File: src/rtl/spm_pkg.sv
// spm_pkg: shared constants for the stored-program machine control unit.
//   - 4-bit opcode constants
//   - 4-bit FSM state encodings
//   - Bus_1 / Bus_2 source select codes
//   - instruction-class flag struct produced by spm_opcode_decode
package spm_pkg;

  localparam logic [3:0] OP_NOP  = 4'd0;
  localparam logic [3:0] OP_ADD  = 4'd1;
  localparam logic [3:0] OP_SUB  = 4'd2;
  localparam logic [3:0] OP_AND  = 4'd3;
  localparam logic [3:0] OP_NOT  = 4'd4;
  localparam logic [3:0] OP_RD   = 4'd5;
  localparam logic [3:0] OP_WR   = 4'd6;
  localparam logic [3:0] OP_BR   = 4'd7;
  localparam logic [3:0] OP_BRZ  = 4'd8;
  localparam logic [3:0] OP_HALT = 4'd15;

  typedef enum logic [3:0] {
    ST_IDLE = 4'd0,
    ST_FET1 = 4'd1,
    ST_FET2 = 4'd2,
    ST_DEC  = 4'd3,
    ST_EX1  = 4'd4,
    ST_RD1  = 4'd5,
    ST_RD2  = 4'd6,
    ST_WR1  = 4'd7,
    ST_WR2  = 4'd8,
    ST_BR1  = 4'd9,
    ST_BR2  = 4'd10,
    ST_HALT = 4'd11
  } state_e;

  // Bus_1 sources: 0..3 are R0..R3, 4 is the program counter.
  localparam logic [2:0] SEL1_PC   = 3'd4;

  localparam logic [1:0] SEL2_ALU  = 2'd0;
  localparam logic [1:0] SEL2_BUS1 = 2'd1;
  localparam logic [1:0] SEL2_MEM  = 2'd2;

  typedef struct packed {
    logic alu2;     // ADD, SUB, AND: two-operand, needs Reg_Y then EX1
    logic alu1;     // NOT: single operand, completes in DEC
    logic mem_rd;   // RD
    logic mem_wr;   // WR
    logic branch;   // BR
    logic cond;     // BRZ
    logic halt;     // HALT
    logic illegal;  // opcodes 9..14
  } op_class_t;

endpackage

File: src/rtl/spm_control_unit_if.sv
// spm_control_unit_if: command/status bundle between the control unit and
// the datapath/memory.
//   instruction[7:0] IR contents ([7:4] opcode, [3:2] src, [1:0] dest)
//   zero             registered ALU zero flag
//   Load_R[3:0]      one-hot register load enables (R3..R0)
//   Load_PC/Inc_PC   program counter load / increment
//   Load_IR, Load_Add_R, Load_Reg_Y, Load_Reg_Z  register load strobes
//   Sel_Bus_1[2:0], Sel_Bus_2[1:0]  bus source selects
//   write            memory write strobe
//   state[3:0]       current sequencer state (debug)
// master: control unit side; slave: datapath side.
interface spm_control_unit_if;
  logic [7:0] instruction;
  logic       zero;
  logic [3:0] Load_R;
  logic       Load_PC;
  logic       Inc_PC;
  logic       Load_IR;
  logic       Load_Add_R;
  logic       Load_Reg_Y;
  logic       Load_Reg_Z;
  logic [2:0] Sel_Bus_1;
  logic [1:0] Sel_Bus_2;
  logic       write;
  logic [3:0] state;

  modport master (
    input  instruction, zero,
    output Load_R, Load_PC, Inc_PC, Load_IR, Load_Add_R, Load_Reg_Y,
           Load_Reg_Z, Sel_Bus_1, Sel_Bus_2, write, state
  );

  modport slave (
    output instruction, zero,
    input  Load_R, Load_PC, Inc_PC, Load_IR, Load_Add_R, Load_Reg_Y,
           Load_Reg_Z, Sel_Bus_1, Sel_Bus_2, write, state
  );
endinterface

File: src/rtl/spm_opcode_decode.sv
// spm_opcode_decode: combinational opcode -> instruction-class flags.
//   opcode[3:0] in : IR[7:4]
//   cls         out: op_class_t, at most one flag set; NOP sets none
import spm_pkg::*;

module spm_opcode_decode (
  input  logic [3:0] opcode,
  output op_class_t  cls
);

  always_comb begin
    cls = '0;
    case (opcode)
      OP_NOP:                 ;
      OP_ADD, OP_SUB, OP_AND: cls.alu2    = 1'b1;
      OP_NOT:                 cls.alu1    = 1'b1;
      OP_RD:                  cls.mem_rd  = 1'b1;
      OP_WR:                  cls.mem_wr  = 1'b1;
      OP_BR:                  cls.branch  = 1'b1;
      OP_BRZ:                 cls.cond    = 1'b1;
      OP_HALT:                cls.halt    = 1'b1;
      default:                cls.illegal = 1'b1;
    endcase
  end

endmodule

File: src/rtl/spm_control_unit.sv
// spm_control_unit: fetch/decode/execute sequencer for the 8-bit RISC
// stored-program machine. The state register is the only storage; every
// strobe is combinational from state, the IR fields and the zero flag.
//   clk  in : clock
//   rst  in : asynchronous active-low reset (state -> IDLE, all strobes 0)
//   cu       : spm_control_unit_if.master (IR/zero in, strobes/selects out)
// Build option: define SPM_CU_ILLEGAL_HALT_EN to send illegal opcodes
// (9..14) to HALT; otherwise they execute as NOP.
//
// state | meaning
// IDLE  | after reset, no strobes
// FET1  | PC -> address register
// FET2  | memory -> IR, PC++
// DEC   | decode; single-cycle ops finish here
// EX1   | two-operand ALU result -> R[dest], Reg_Z
// RD1   | operand address byte -> address register, PC++
// RD2   | memory -> R[dest]
// WR1   | operand address byte -> address register, PC++
// WR2   | R[src] -> memory
// BR1   | branch target address -> address register
// BR2   | memory -> PC
// HALT  | parked until reset
import spm_pkg::*;

module spm_control_unit (
  input logic                clk,
  input logic                rst,
  spm_control_unit_if.master cu
);

  state_e     state_q, state_d;
  op_class_t  cls;
  logic [1:0] src, dest;
  logic [3:0] dest_onehot;

  logic [3:0] load_r;
  logic       load_pc, inc_pc, load_ir, load_add_r, load_reg_y, load_reg_z;
  logic [2:0] sel_bus_1;
  logic [1:0] sel_bus_2;
  logic       write_en;

  assign src         = cu.instruction[3:2];
  assign dest        = cu.instruction[1:0];
  assign dest_onehot = 4'b0001 << dest;

  spm_opcode_decode u_decode (
    .opcode (cu.instruction[7:4]),
    .cls    (cls)
  );

  always_comb begin
    state_d    = state_q;
    load_r     = 4'b0000;
    load_pc    = 1'b0;
    inc_pc     = 1'b0;
    load_ir    = 1'b0;
    load_add_r = 1'b0;
    load_reg_y = 1'b0;
    load_reg_z = 1'b0;
    sel_bus_1  = 3'd0;
    sel_bus_2  = SEL2_ALU;
    write_en   = 1'b0;

    case (state_q)
      ST_IDLE: state_d = ST_FET1;

      ST_FET1: begin
        sel_bus_1  = SEL1_PC;
        sel_bus_2  = SEL2_BUS1;
        load_add_r = 1'b1;
        state_d    = ST_FET2;
      end

      ST_FET2: begin
        sel_bus_2 = SEL2_MEM;
        load_ir   = 1'b1;
        inc_pc    = 1'b1;
        state_d   = ST_DEC;
      end

      ST_DEC: begin
        if (cls.alu2) begin
          sel_bus_1  = {1'b0, src};
          load_reg_y = 1'b1;
          state_d    = ST_EX1;
        end else if (cls.alu1) begin
          sel_bus_1  = {1'b0, src};
          sel_bus_2  = SEL2_ALU;
          load_reg_z = 1'b1;
          load_r     = dest_onehot;
          state_d    = ST_FET1;
        end else if (cls.mem_rd || cls.mem_wr || cls.branch || (cls.cond && cu.zero)) begin
          // All operand-byte instructions first point the address register
          // at the byte following the opcode.
          sel_bus_1  = SEL1_PC;
          sel_bus_2  = SEL2_BUS1;
          load_add_r = 1'b1;
          if (cls.mem_rd)      state_d = ST_RD1;
          else if (cls.mem_wr) state_d = ST_WR1;
          else                 state_d = ST_BR1;
        end else if (cls.cond) begin
          // Branch not taken: step the PC over the unused target byte.
          inc_pc  = 1'b1;
          state_d = ST_FET1;
        end else if (cls.halt) begin
          state_d = ST_HALT;
        end else if (cls.illegal) begin
`ifdef SPM_CU_ILLEGAL_HALT_EN
          state_d = ST_HALT;
`else
          state_d = ST_FET1;
`endif
        end else begin
          state_d = ST_FET1;
        end
      end

      ST_EX1: begin
        sel_bus_1  = {1'b0, dest};
        sel_bus_2  = SEL2_ALU;
        load_reg_z = 1'b1;
        load_r     = dest_onehot;
        state_d    = ST_FET1;
      end

      ST_RD1, ST_WR1: begin
        sel_bus_2  = SEL2_MEM;
        load_add_r = 1'b1;
        inc_pc     = 1'b1;
        state_d    = (state_q == ST_RD1) ? ST_RD2 : ST_WR2;
      end

      ST_RD2: begin
        sel_bus_2 = SEL2_MEM;
        load_r    = dest_onehot;
        state_d   = ST_FET1;
      end

      ST_WR2: begin
        sel_bus_1 = {1'b0, src};
        write_en  = 1'b1;
        state_d   = ST_FET1;
      end

      ST_BR1: begin
        sel_bus_2  = SEL2_MEM;
        load_add_r = 1'b1;
        state_d    = ST_BR2;
      end

      ST_BR2: begin
        sel_bus_2 = SEL2_MEM;
        load_pc   = 1'b1;
        state_d   = ST_FET1;
      end

      ST_HALT: state_d = ST_HALT;

      default: state_d = ST_IDLE;
    endcase
  end

  always_ff @(posedge clk or negedge rst) begin
    if (!rst) state_q <= ST_IDLE;
    else      state_q <= state_d;
  end

  assign cu.Load_R     = load_r;
  assign cu.Load_PC    = load_pc;
  assign cu.Inc_PC     = inc_pc;
  assign cu.Load_IR    = load_ir;
  assign cu.Load_Add_R = load_add_r;
  assign cu.Load_Reg_Y = load_reg_y;
  assign cu.Load_Reg_Z = load_reg_z;
  assign cu.Sel_Bus_1  = sel_bus_1;
  assign cu.Sel_Bus_2  = sel_bus_2;
  assign cu.write      = write_en;
  assign cu.state      = state_q;

endmodule

File: src/flat_wrapper.sv
// flat-port wrapper written by rule: the top's interface ports become plain ports
module spm_control_unit_flat 
  (clk, rst, cu_instruction, cu_zero, cu_Load_R, cu_Load_PC, cu_Inc_PC, cu_Load_IR, cu_Load_Add_R, cu_Load_Reg_Y, cu_Load_Reg_Z, cu_Sel_Bus_1, cu_Sel_Bus_2, cu_write, cu_state);
  spm_control_unit_if cu_i ();
  input logic clk;
  input logic rst;
  input wire logic [$bits(cu_i.instruction)-1:0] cu_instruction;
  input wire logic [$bits(cu_i.zero)-1:0] cu_zero;
  output wire logic [$bits(cu_i.Load_R)-1:0] cu_Load_R;
  output wire logic [$bits(cu_i.Load_PC)-1:0] cu_Load_PC;
  output wire logic [$bits(cu_i.Inc_PC)-1:0] cu_Inc_PC;
  output wire logic [$bits(cu_i.Load_IR)-1:0] cu_Load_IR;
  output wire logic [$bits(cu_i.Load_Add_R)-1:0] cu_Load_Add_R;
  output wire logic [$bits(cu_i.Load_Reg_Y)-1:0] cu_Load_Reg_Y;
  output wire logic [$bits(cu_i.Load_Reg_Z)-1:0] cu_Load_Reg_Z;
  output wire logic [$bits(cu_i.Sel_Bus_1)-1:0] cu_Sel_Bus_1;
  output wire logic [$bits(cu_i.Sel_Bus_2)-1:0] cu_Sel_Bus_2;
  output wire logic [$bits(cu_i.write)-1:0] cu_write;
  output wire logic [$bits(cu_i.state)-1:0] cu_state;
  assign cu_i.instruction = cu_instruction;
  assign cu_i.zero = cu_zero;
  assign cu_Load_R = cu_i.Load_R;
  assign cu_Load_PC = cu_i.Load_PC;
  assign cu_Inc_PC = cu_i.Inc_PC;
  assign cu_Load_IR = cu_i.Load_IR;
  assign cu_Load_Add_R = cu_i.Load_Add_R;
  assign cu_Load_Reg_Y = cu_i.Load_Reg_Y;
  assign cu_Load_Reg_Z = cu_i.Load_Reg_Z;
  assign cu_Sel_Bus_1 = cu_i.Sel_Bus_1;
  assign cu_Sel_Bus_2 = cu_i.Sel_Bus_2;
  assign cu_write = cu_i.write;
  assign cu_state = cu_i.state;
  spm_control_unit u_core (.clk(clk), .rst(rst), .cu(cu_i));
endmodule
File: config.mk
export PLATFORM = sky130hd
export DESIGN_NAME = spm_control_unit_flat
export DESIGN_NICKNAME = d
export VERILOG_FILES = /design/src/rtl/spm_pkg.sv /design/src/rtl/spm_control_unit_if.sv /design/src/rtl/spm_opcode_decode.sv /design/src/rtl/spm_control_unit.sv /design/src/flat_wrapper.sv
export SDC_FILE = /design/constraint.sdc
export NUM_CORES = 1
export LEC_CHECK = 0
export CAP_MARGIN = 20
export CELL_PAD_IN_SITES_DETAIL_PLACEMENT = 0
export CELL_PAD_IN_SITES_GLOBAL_PLACEMENT = 1
export CORE_MARGIN = 10
export CORE_UTILIZATION = 28
export CTS_BUF_LIST = sky130_fd_sc_hd__clkbuf_8
export CTS_CLUSTER_DIAMETER = 40
export CTS_CLUSTER_SIZE = 8
export DETAILED_ROUTE_END_ITERATION = 6
export GPL_ROUTABILITY_DRIVEN = 0
export PLACE_DENSITY = 0.91
export SKIP_CTS_REPAIR_TIMING = 1
export SLEW_MARGIN = 30
export SYNTH_ARGS = -nofsm -noshare
export SYNTH_HDL_FRONTEND = slang
export SYNTH_SLANG_ARGS = --single-unit
File: constraint.sdc
create_clock -name clk -period 2.75 [get_ports clk]
set_clock_uncertainty 0.15 [all_clocks]
set_input_delay 0.55 -clock clk [delete_from_list [all_inputs] [get_ports clk]]
set_output_delay 0.55 -clock clk [all_outputs]
set_load 0.1 [all_outputs]
* After elaboration in Yosys (flattened, before gate mapping)
Index checks and enable logic that the tools add are counted.
** Word-level totals
- Register bits after elaboration :: 4
- Input bits :: 11
- Output and inout bits :: 20
- Word-level logic and storage cells :: 78
** Operators by class
- Equality and inequality tests :: 20
- Shift operators :: 1
- Muxes and demuxes :: 44
- Reductions and logical operators :: 12
** Operators with widths (number)
- $mux W4 :: 10
- $eq A4 B3 Y1 const B :: 8
- $pmux W4 S7 :: 1
- $eq A4 B4 Y1 const B :: 6
- $mux W1 :: 22
- $eq A4 B2 Y1 const B :: 4
- $pmux W3 S4 :: 1
- $mux W3 :: 3
- $eq A4 B1 Y1 const B :: 2
- $pmux W4 S2 :: 1
- $pmux W1 S2 :: 3
- $pmux W2 S3 :: 1
- $reduce_or A3 Y1 :: 2
- $reduce_or A6 Y1 :: 1
- $reduce_or A5 Y1 :: 1
- $logic_not A4 Y1 :: 1
- $mux W2 :: 2
- $reduce_or A2 Y1 :: 2
- $reduce_or A4 Y1 :: 1
- $shl A1 B2 Y4 const A :: 1
- $logic_or A1 B1 Y1 :: 3
- $logic_and A1 B1 Y1 :: 1

* Logic depth before layout (Yosys ltp)
- Word-level depth :: 9
- Mapped depth :: 4
- Depth with buffers taken out :: 3

* Hierarchy
A second synthesis with hierarchy kept.
** Second synthesis, totals
- Cells, all modules :: 89
- Area total of the unflattened synthesis :: 624.3 um^2
** By module, submodules not included
- spm_control_unit :: times used 1, cells an instance 75, area each 548.0 um^2, seq. area each 100.1 um^2
- spm_opcode_decode :: times used 1, cells an instance 14, area each 76.3 um^2, seq. area each 0.0 um^2

* Worst setup path after synthesis
No wires, ideal clock.
- Kind :: register -> output
- Start :: reg u_core.state_q[1] (netlist: u_core.cu.state[1])
- End :: out cu_Load_Reg_Y
- Arrival time :: 4.092 ns
- Data required time :: 2.050 ns
- Setup slack :: -2.042 ns
- Cell stages (with the launch flop) :: 3
- Path buffers :: 0
- Cell sequence :: dfrtp_1 > nand4bb_1 > nor4_1
** Between the ends
- Cells in the longest elaborated chain, start to end :: 2
** RTL lines
- start: declaration :: line spm_control_unit.sv:31 : state_e state_q, state_d;
- start signal: assignment :: line spm_control_unit.sv:165 : else state_q <= state_d;
- $eq A4 B2 Y1 :: line spm_control_unit.sv:64 : case (state_q)
- $mux W1 :: line spm_control_unit.sv:64
- end: declaration :: line flat_wrapper.sv:14 : output wire logic [$bits(cu_i.Load_Reg_Y)-1:0] cu_Load_Reg_Y;
No other way between the ends.

* Worst setup path after layout
- Start :: in cu_instruction[6]
- End :: out cu_Load_R[1]
** Between the ends
- Cells in the longest elaborated chain, start to end :: 5
- Elaborated cells between the ends (all ways) :: 10
- Classes of those cells :: 4 x eq/ne; 5 x mux; 1 x reduce/logical
** RTL lines
- start: declaration :: line flat_wrapper.sv:7 : input wire logic [$bits(cu_i.instruction)-1:0] cu_instruction;
- $eq A4 B1 Y1 (tied with other cells) :: line spm_opcode_decode.sv:13 : case (opcode)
- $reduce_or A3 Y1 or $mux W1 (tied branches) :: line spm_opcode_decode.sv:13
- $mux W1 or $mux W4 (tied branches) :: line spm_opcode_decode.sv:13, spm_control_unit.sv:86
- $mux W4 (*) :: line spm_control_unit.sv:82 : if (cls.alu2) begin
- $pmux W4 S2 (*) :: line spm_control_unit.sv:64
- end: declaration :: line flat_wrapper.sv:9 : output wire logic [$bits(cu_i.Load_R)-1:0] cu_Load_R;
Every way passes the cells marked *; elsewhere a longest branch is shown, timed or not.

==> metrics.md <==
| Metric | Value |
|---|---|
| Finished Cell Area | `1235 µm²` |
| Min-Delay Path Class | `in2async` |
| Mapped cell area | `554.3 µm²` |
| Initial antenna violation count | `0` |
| Synth unique cells | `33` |
| # nets final | `118` |
| Area after DPL | `1162 µm²` |
| CP Capture Type | `output port` |
| Post-Synthesis Cells | `73` |
| Final period utilization | `96.87%` |
| Row count | `16` |
| IO Count | `31` |
| Total CTS buffers | `3` |
| CP max FO | `8` |
| Ys Warns | `0` |
| Min cycle time layout | `2.664 ns` |
| Cell with the most instances after synthesis | `nor2_1` |
| Rel. slew slack | `73.78%` |
| Final Hold Vio Count | `0` |
| IO Port Bufs | `30` |
| CTS tree | `built` |
| Worst hold margin | `0.3814 ns` |
| Status | `finished, final reports clean` |
| Core area | `1922 µm²` |
| Actual slew at the worst max-slew pin | `0.3925 ns` |
| Vias per Instance | `5.295` |
| Total gr overflow | `0` |
| GRT Overall Usage | `10.43%` |
| Post-synth top cells | `nor2_1, nand2_1, buf_2` |
| Crit Path Class | `in2out` |
| Worst setup SP type | `input pin` |
| GRT busiest layer | `met2` |
| Async SR Flop Fraction | `100.0%` |
| Leakage power | `0.4598 nW` |
| P per Cell Area | `186.4 nW/µm²` |
| RSZ-0062 raised after global routing | `no` |
| Dominant cells by area after synthesis | `dfrtp_1, nor2_1, a41oi_2, a32o_1, nand2_1` |
| Slew Viols, Final | `0` |
| Layout area overhead | `122.8%` |
| Number of fillers in the final layout | `166` |
| Pin count of the biggest net entering global routing | `18` |
| M3 GR Usage | `3.952%` |
| VDD IR max | `0.2074 mV` |
| Post-synth EDFFs | `0` |
| Clk root buf | `clkbuf_8` |
| Via count | `699` |
| Post-synth top area cell | `dfrtp_1` |
| Routed wire length | `2.132 mm` |
| DRT iter0 DRCs | `8` |
| Area occupied by multi-input gates | `538.0 µm²` |
| Bufs on Longest Clock Path | `2` |
| Die area | `4159 µm²` |
| Post-route setup TNS | `0 ns` |
| Placed insts | `128` |
| FF+latch area | `115.1 µm²` |
| Setup violators final | `0` |
| Critical path required time | `2.05 ns` |
| Seq/Total Area, Yosys | `18.06%` |
| Antenna cells | `0` |
| Syn Nets | `84` |
| Synth Area per Inst | `7.593 µm²` |
| Post-Layout Cell Count | `132` |
| Avg WL per Cell | `16.15 µm` |
| Die width | `64.49 µm` |
| CTS sink count | `4` |
| Max reg flops | `4` |
| DIE HEIGHT | `64.49 µm` |
| Max_cap viols | `0` |
| Met2 Usage GRT | `17.49%` |
| Share of cells above drive strength 1 | `45.71%` |
| Initial Util | `28.84%` |
| Flops & latches, synth | `4` |
| Top_reg_cell synth | `dfrtp_1` |
| DRC viols | `0` |
| Reg clk slew, reported paths | `0.03 ns` |
| FMAX | `0.3754 GHz` |
| CP arrival | `1.96 ns` |
| DRT Pass-1 Iters | `4` |
| Met1 GRT Util | `11.98%` |
| Antenna-violating nets left | `0` |
| Vias in the first global route | `748` |
| Post-synth top area share | `18.06%` |
| First-pass GRT wire length | `3.670 mm` |
| Clk Latency, worst-skew pair | `0.21 ns` |
| DP HPWL | `1.655 mm` |
| Htree depth | `1` |
-- worst max-delay path, cell delays in order --
cell	delay (ns)
clkdlybuf4s50_1	0.53
buf_4	0.21
a41oi_4	0.21
nor3b_4	0.26
buf_12	0.20
-- per-stage QoR --
step,setup slack (ns),power [mW],utilization [%]
6_report,0.08599,0.2302,64.26
5_1_grt,0.04251,0.2416,64.26
4_1_cts,-0.08302,0.2293,62.63
3_5_place_dp,-0.06507,0.1056,60.48
3_3_place_gp,-0.02324,0.1050,60.48
2_1_floorplan,-0.1390,0.07908,-
-- kinds of logic (layout without fill, tap and decap cells) --
family / count (synthesis) / after routing / share of synthesized area [%]
simple gates: 40 / 40 / 42.66
compound gates: 18 / 18 / 28.22
buf+inv: 9 / 41 / 7.900
flops: 4 / 4 / 18.06
xor+xnor: 2 / 2 / 3.161
-- per-layer routing --
layer	share of wire (%)	routed length [µm]	up-vias
met1	42	886	336
li1	-	-	339
met2	51	1086	24
met4	0	0	0
met3	7.5	159	0
met5	0	0	-
-- power breakdown --
| group | total (mW) | switching (mW) | internal [mW] | leakage (nW) |
|---|---|---|---|---|
| clock | 0.122 | 0.0291 | 0.0932 | 0.0216 |
| combinational | 0.0485 | 0.0239 | 0.0246 | 0.399 |
| sequential | 0.0593 | 0 | 0.0593 | 0.0388 |
-- path summary, 6_finish.rpt --
kind,startpoint,slack [ns],to,cells past startpoint
setup / recovery,cu_instruction[6],0.09,cu_Load_R[1],5
hold reg to reg,u_core.cu.state[0]$_DFF_PN0_,0.49,u_core.cu.state[0]$_DFF_PN0_,1
max in group asynchronous,rst,1.89,u_core.cu.state[0]$_DFF_PN0_,1
min in group clk,u_core.cu.state[0]$_DFF_PN0_,0.49,u_core.cu.state[0]$_DFF_PN0_,1
setup reg to reg,u_core.cu.state[3]$_DFF_PN0_,1.34,u_core.cu.state[0]$_DFF_PN0_,2
hold / removal,rst,0.38,u_core.cu.state[3]$_DFF_PN0_,1
-- area by class of cell --
type                       count  share of cell area [%]
sequential                     4                   9.321
clock buffer                   3                   3.343
multi-input combinational     60                   43.57
timing repair buffer          35                   40.12
tap                           27                   2.736
inverter                       3                  0.9119
-- layout by cell type, fill, tap and decap left out, drive strengths merged, types with 2 or more instances in the layout --
cell type / Yosys / layout
a41oi: 2 / 2
clkdlybuf4s50: 0 / 7
a31oi: 3 / 3
nor2: 10 / 10
clkbuf: 0 / 3
dlymetal6s2s: 0 / 3
buf: 6 / 25
nor2b: 3 / 3
a22o: 2 / 2
o21ai: 2 / 2
nand3: 3 / 3
nand4: 2 / 2
nand2: 7 / 7
nor3b: 3 / 3
a32o: 3 / 3
xnor2: 2 / 2
dfrtp: 4 / 4
nand3b: 3 / 3
inv: 3 / 3
(Power assumes the default switching activity.)
